[src/rtl/sar_adc_controller.sv]
// MSB-first successive-approximation ADC controller: each bit waits SETTLE_CYCLES+SYNC_STAGES cycles, then takes one decide cycle.
// Define SAR_CONTINUOUS_EN to add the cont input, which re-arms the conversion straight from DONE.
module sar_adc_controller #(
  parameter int N_BITS        = 8,
  parameter int SETTLE_CYCLES = 16,
  parameter int SYNC_STAGES   = 2
) (
  input  logic              clk,
  input  logic              reset,
  input  logic              start,
`ifdef SAR_CONTINUOUS_EN
  input  logic              cont,
`endif
  input  logic              comp_in,
  output logic [N_BITS-1:0] dac_code,
  output logic              busy,
  output logic              done,
  output logic [N_BITS-1:0] result
);
  localparam int W     = SETTLE_CYCLES + SYNC_STAGES;
  localparam int CNT_W = $clog2(W + 1);
  localparam int IDX_W = (N_BITS > 1) ? $clog2(N_BITS) : 1;
  localparam logic [CNT_W-1:0]  CNT_LAST = CNT_W'(W - 1);
  localparam logic [IDX_W-1:0]  IDX_TOP  = IDX_W'(N_BITS - 1);
  localparam logic [N_BITS-1:0] MSB_ONLY = {1'b1, {(N_BITS-1){1'b0}}};

  typedef enum logic [1:0] {IDLE, SETTLE, DECIDE, DONE} state_t;

  state_t             state, state_nxt;
  logic [SYNC_STAGES-1:0] sync_q;
  logic               comp_sync;
  logic [N_BITS-1:0]  code, decided;
  logic [IDX_W-1:0]   idx, idx_dn;
  logic [CNT_W-1:0]   cnt;
  logic               restart;

`ifdef SAR_CONTINUOUS_EN
  assign restart = cont;
`else
  assign restart = 1'b0;
`endif

  // Free-running synchronizer; the settle wait already covers its delay.
  always_ff @(posedge clk) begin
    if (reset) sync_q <= '0;
    else       sync_q <= {sync_q[SYNC_STAGES-2:0], comp_in};
  end
  assign comp_sync = sync_q[SYNC_STAGES-1];

  always_ff @(posedge clk) begin
    if (reset) state <= IDLE;
    else       state <= state_nxt;
  end

  always_comb begin
    state_nxt = state;
    case (state)
      IDLE:    if (start) state_nxt = SETTLE;
      SETTLE:  if (cnt == CNT_LAST) state_nxt = DECIDE;
      DECIDE:  state_nxt = (idx == '0) ? DONE : SETTLE;
      DONE:    state_nxt = restart ? SETTLE : IDLE;
      default: state_nxt = IDLE;
    endcase
  end

  assign idx_dn = idx - 1'b1;

  always_comb begin
    decided = code;
    if (!comp_sync) decided[idx] = 1'b0;
    if (idx != '0)  decided[idx_dn] = 1'b1;
  end

  always_ff @(posedge clk) begin
    if (reset) begin
      code   <= '0;
      idx    <= '0;
      cnt    <= '0;
      result <= '0;
    end else begin
      case (state)
        IDLE: if (start) begin
          code <= MSB_ONLY;
          idx  <= IDX_TOP;
          cnt  <= '0;
        end
        SETTLE: cnt <= cnt + 1'b1;
        DECIDE: begin
          code <= decided;
          cnt  <= '0;
          if (idx != '0) idx    <= idx_dn;
          else           result <= decided;
        end
        DONE: if (restart) begin
          code <= MSB_ONLY;
          idx  <= IDX_TOP;
          cnt  <= '0;
        end
        default: ;
      endcase
    end
  end

  // The DAC sits at zero whenever no conversion is in flight.
  always_comb begin
    dac_code = (state == IDLE) ? '0 : code;
    busy     = (state != IDLE);
    done     = (state == DONE);
  end
endmodule

[config.mk]
export PLATFORM = sky130hd
export DESIGN_NAME = sar_adc_controller
export DESIGN_NICKNAME = d
export VERILOG_FILES = /design/src/rtl/sar_adc_controller.sv
export SDC_FILE = /design/constraint.sdc
export NUM_CORES = 1
export LEC_CHECK = 0
export ABC_AREA = 1
export CORE_MARGIN = 3
export CORE_UTILIZATION = 52
export CTS_CLUSTER_SIZE = 12
export DETAILED_ROUTE_END_ITERATION = 8
export HOLD_SLACK_MARGIN = 0.08
export PLACE_DENSITY = 0.77
export SYNTH_ARGS = -nofsm -noshare
export SYNTH_HDL_FRONTEND = slang
export SYNTH_SLANG_ARGS = --single-unit
[constraint.sdc]
create_clock -name clk -period 1.7 [get_ports clk]
set_input_delay 0.34 -clock clk [delete_from_list [all_inputs] [get_ports clk]]
set_output_delay 0.34 -clock clk [all_outputs]
set_load 0.1 [all_outputs]
* After elaboration in Yosys (flattened, before gate mapping) *
Cells that the tools add are included.

operators by class
  $add $sub $neg = 2
  $lt $le $gt $ge = 4
  equal/unequal tests = 7
  muxes and demuxes = 18
  bitwise operators = 5
  reductions and logical operators = 12

operators with widths
  operator                                             count
  2-to-1 mux 8 bit                                     4
  case mux 8 bit (2 select lines)                      1
  case mux 5 bit (3 select lines)                      1
  bitwise AND 8 bit                                    1
  < comparator 3 x 4 -> 1 bit, second input constant   2
  NOT 8 bit                                            1
  OR 8 bit                                             1
  case mux 2 bit (4 select lines)                      1
  AND reduction 2 bit                                  4
  demux 1 bit (select 3 bit)                           2
  >= comparator 3 x 1 -> 1 bit, second input constant  2
  2-to-1 mux 2 bit                                     3
  2-to-1 mux 3 bit                                     2
  != test 2 bit, second input constant                 3
  case mux 3 bit (2 select lines)                      1
  adder 5 x 1 -> 5 bit, second input constant          1
  equality test 5 bit, second input constant           1
  2-to-1 mux 5 bit                                     1
  equality test 2 bit, second input constant           2
  nonzero test 2 bit                                   2
  zero test 3 bit                                      1
  AND reduction 3 bit                                  1
  nonzero test 3 bit                                   1
  subtractor 3 x 1 -> 3 bit, second input constant     1
  5 further kinds                                      8

word-level totals
  register bits after elaboration = 28
  bits of input ports = 4
  output and inout port bits = 18

* Depth between registers and ports, before layout *
  word-level depth = 10
  gate-level depth with buffers = 10
  depth with buffers taken out = 10

* Least setup slack after synthesis *
Ideal clock, no wire load.

  kind = reg2out
  start = register state[0]
  end = output dac_code[0]
  arrival time = 1,755 ps
  setup slack = -395 ps
  stages on the path, launching flop included = 3
  cells stage by stage = dfxtp_1 -> nor2_2 -> nor2_1

between the ends
  longest elaborated chain between the ends = 2

ends and longest elaborated chain
  element                   line  text
  start: declaration        29    state_t state, state_nxt;
  start signal: assignment  52    else state <= state_nxt;
  zero test 2 bit           106   dac_code = (state == IDLE) ? '0 : code;
  2-to-1 mux 8 bit          106
  end: declaration          15    output logic [N_BITS-1:0] dac_code,

No other way between the ends.

* Worst setup path after layout *
  start = register state[0]
  end = output dac_code[3]

The elaborated chain is that of the path after synthesis.

==> metrics.md <==
| Metric | Value |
|---|---|
| TritonRoute pass-1 iters | `4` |
| Leak Pwr | `0.869 nW` |
| Layout Cells excl Fill | `268` |
| Power per cell area | `825 nW/µm²` |
| Cell type with the largest total area after synthesis | `sky130_fd_sc_hd__dfxtp_1` |
| Boundary Pins | `22` |
| Slowest stage delay, CP | `0.41 ns` |
| Wirelength per Cell | `12.6 µm` |
| Kind of launch point of the worst setup path | `flop` |
| Crit Path Max Fanout | `10` |
| Post-Synthesis Cells | `214` |
| Critical Path, Cell by Cell | `nor2_4 -> buf_12 -> nor2_1 -> buf_12` |
| Class of the tightest hold or removal check | `flop to flop` |
| Clock net sink count | `28` |
| Kind of end point of the critical path | `output port` |
| I/O Buffers | `21` |
| Ratio of routed vias to standard cells | `5.34` |
| Number of cell rows | `18` |
| Final critical path time including I/O delays and setup | `1.65 ns` |
| Final Slew Violations | `0` |
| Hold slack final | `0.430 ns` |
| Worst reg2reg startpoint | `idx[0]$_SDFFE_PP0P_` |
| CP Capture Point | `dac_code[3]` |
| Proportion of layout cells with a drive suffix above 1 | `20.2%` |
| Post-synthesis instance area | `1420 µm²` |
| Setup repair after global routing missed its margin | `yes` |
| HPWL after DPL | `2390 µm` |
| # hold bufs at CTS | `0` |
| Number of buffers on the longest clock path | `2` |
| Setup TNS Final | `0 ns` |
| Mean cell area of the mapped netlist | `6.64 µm²` |
| Critical R2R Capture | `idx[0]$_SDFFE_PP0P_` |
| Worst slew margin relative to its limit | `79.6%` |
| Area contributors post-synth | `sky130_fd_sc_hd__dfxtp_1 39%, sky130_fd_sc_hd__nand2_1 12%, sky130_fd_sc_hd__inv_1 9.0%` |
| Worst-case clock skew | `0.00472 ns` |
| Total number of yosys warnings | `0` |
| Cell Count Post-Placement | `263` |
| Period utilization | `97.2%` |
| Clock Tree Root | `sky130_fd_sc_hd__clkbuf_4` |
| R2R depth | `8` |
| Post-Syn Nets | `222` |
| CP Data Arrival Time | `1.31 ns` |
| Status | `complete, no violations` |
| Crit path required time | `1.36 ns` |
| Number of max-cap violations | `0` |
| Final setup vio count | `0` |
| Worst Max-Slew Pin Slew | `0.305 ns` |
| Number of CTS-inserted buffers | `3` |
| Clock slew seen by the registers of the worst setup and hold paths | `0.15 ns` |
| CORE AREA | `2540 µm²` |
| Flop2flop setup slack | `0.16 ns` |
| Area fraction of the dominant cell type after synthesis | `39.5%` |
| Top achievable clock speed | `605 MHz` |
| Max IR drop VDD | `0.681 mV` |
| Worst setup path startpoint | `state[0]$_SDFFE_PP0P_` |
| # DRC | `0` |
| Initial antenna violation count | `0` |
| Depth of the CTS H-tree | `1` |
| Crit Path Class | `flop to output port` |
| Vert. Die Dim | `58.3 µm` |
| Number of distinct library cell variants in the gate-level netlist after synthesis | `25` |
| Clock tree from TritonCTS | `yes` |
| Sequential cell area fraction in the yosys report | `39.5%` |
| Overflow after GRT | `0` |
| Total GRT Usage | `21.7%` |
| Slowest cell on the critical path | `sky130_fd_sc_hd__dfxtp_4` |
| Most repeated library cell on the critical path | `sky130_fd_sc_hd__buf_12` |
| Hold violation count in the final report | `0` |
| Flip-flop and latch count after synthesis | `28` |
| Number of DRC markers after the initial detailed-route iteration | `49` |
| Via total after detailed routing | `1431` |
| Total die area | `3390 µm²` |
| Overall power of the completed layout | `1.60 mW` |
| Antenna Violating Nets Remaining | `0` |
| Global-route wire length before repair | `5660 µm` |
| Final-stage net count | `247` |
| Largest net degree at the start of global routing | `29` |
| Horizontal die dimension | `58.3 µm` |
| Number of global-route vias before repair | `1348` |
| Post-synthesis to final-layout area growth | `37.0%` |
| Final core utilization | `76.5%` |
| Sum of routed wire length over all layers | `3380 µm` |
| Diode insertion count for antenna repair | `0` |
| Clock network latency to the later pin of the worst-skew pair | `0.33 ns` |
| Effective utilization at floorplan | `55.8%` |
| RD Place Congestion | `0.960` |
## registers in the layout, indices dropped and copies added, names as in the netlist
| name | flops |
|---|---|
| sync_q | 2 |
| state | 2 |
| code | 8 |
| idx | 3 |
| result | 8 |
| cnt | 5 |
## worst min-delay path by stage
stage / from / end / slack, ns / cells past startpoint
after floorplan: sync_q[0]$_SDFF_PP0_ / sync_q[1]$_SDFF_PP0_ / 0.39 / 2
after global placement: sync_q[0]$_SDFF_PP0_ / sync_q[1]$_SDFF_PP0_ / 0.39 / 2
after detailed placement: sync_q[0]$_SDFF_PP0_ / sync_q[1]$_SDFF_PP0_ / 0.41 / 2
after CTS: sync_q[0]$_SDFF_PP0_ / sync_q[1]$_SDFF_PP0_ / 0.43 / 2
after global routing: sync_q[0]$_SDFF_PP0_ / sync_q[1]$_SDFF_PP0_ / 0.45 / 2
final: sync_q[0]$_SDFF_PP0_ / sync_q[1]$_SDFF_PP0_ / 0.43 / 2
## critical path: cells and delay by family, from the launching register on
kind,cells,cell delay (ns)
flops,1,0.41
buf+inv,2,0.34
simple gates,2,0.22
## where the power goes
group	switching [mW]	internal (mW)
clock	0.201	0.131
combinational	0.366	0.176
sequential	0.0387	0.692
## per-stage QoR
step	cell area, µm²	setup slack (ns)
after floorplan	1420	-0.395
after global placement	1860	0.196
after detailed placement	1860	0.149
after CTS	1900	0.0137
after global routing	1950	-0.0323
final	1950	0.0469
## layout by cell type (no fill, tap or decap)
cell type and n:
sky130_fd_sc_hd__a31oi_1 1, sky130_fd_sc_hd__dfxtp_2 1, sky130_fd_sc_hd__inv_1 34, sky130_fd_sc_hd__nand3_1 9
sky130_fd_sc_hd__a211oi_1 2, sky130_fd_sc_hd__o21a_1 1, sky130_fd_sc_hd__nand2_4 1, sky130_fd_sc_hd__clkbuf_8 1
sky130_fd_sc_hd__nor3_1 1, sky130_fd_sc_hd__nand2_1 44, sky130_fd_sc_hd__nor2_1 28, sky130_fd_sc_hd__nor2_4 2
sky130_fd_sc_hd__dfxtp_4 2, sky130_fd_sc_hd__clkdlybuf4s50_1 3, sky130_fd_sc_hd__buf_12 20, sky130_fd_sc_hd__ha_1 4
sky130_fd_sc_hd__nand2_2 5, sky130_fd_sc_hd__a21oi_2 1, sky130_fd_sc_hd__o21ai_0 13, sky130_fd_sc_hd__nor2_2 6
sky130_fd_sc_hd__or2_2 1, sky130_fd_sc_hd__dfxtp_1 25, sky130_fd_sc_hd__inv_4 1, sky130_fd_sc_hd__a21oi_4 1
sky130_fd_sc_hd__inv_2 3, sky130_fd_sc_hd__o21ai_1 5, sky130_fd_sc_hd__clkbuf_4 3, sky130_fd_sc_hd__xnor2_1 1
sky130_fd_sc_hd__a21oi_1 19
## repair_timing
action / in CTS / in global routing
buffers inserted: 0 / 1
endpoints found under the setup margin: 9 / 16
endpoints found under the hold margin: 0 / 0
pin swaps: 0 / 1
gates resized for setup: 1 / 12
## final cells by class
type                            instances  area, µm²
Multi-Input combinational cell        145        727
Fill cell                             197        599
Sequential cell                        28        569
Timing Repair Buffer                   23        430
Inverter                               38        145
Tap cell                               30       37.5
Clock buffer                            4       36.3
## cell usage after synthesis
library cell               instances
sky130_fd_sc_hd__a211oi_1          2
sky130_fd_sc_hd__or2_2             1
sky130_fd_sc_hd__nor2_1           34
sky130_fd_sc_hd__xnor2_1           1
sky130_fd_sc_hd__a31oi_1           1
sky130_fd_sc_hd__dfxtp_1          28
sky130_fd_sc_hd__clkbuf_1          1
sky130_fd_sc_hd__inv_2             3
sky130_fd_sc_hd__o21ai_0          13
sky130_fd_sc_hd__a21oi_4           1
sky130_fd_sc_hd__buf_2             1
sky130_fd_sc_hd__o21a_1            1
sky130_fd_sc_hd__inv_4             1
sky130_fd_sc_hd__inv_1            34
sky130_fd_sc_hd__nand2_1          44
sky130_fd_sc_hd__o21ai_1           5
sky130_fd_sc_hd__nor3_1            1
sky130_fd_sc_hd__nand2_4           1
sky130_fd_sc_hd__buf_1             1
sky130_fd_sc_hd__a21oi_1          19
sky130_fd_sc_hd__nor2_2            2
sky130_fd_sc_hd__a21oi_2           1
sky130_fd_sc_hd__nand2_2           5
sky130_fd_sc_hd__nand3_1           9
sky130_fd_sc_hd__ha_1              4
## per-layer routing
metal / vias to the layer above / global-route usage (%) / wire, µm
li1: 710 / - / -
met1: 655 / 26.1 / 1410
met2: 58 / 36.5 / 1680
met3: 8 / 3.34 / 212
met4: 0 / 11.9 / 83
met5: - / 0 / 0
## logic make-up (layout without fill, tap and decap cells)
group,count (synthesis),in the layout,synth area share (%)
DFF,28,28,39.5
AOI/OAI and AO/OA,43,43,16.8
buffers and inverters,41,65,11.1
adders and majority gates,4,4,3.52
and+or+nand+nor,97,97,28.5
xor gates and xnor gates,1,1,0.617
No activity file was read; power rests on OpenSTA's default activity.
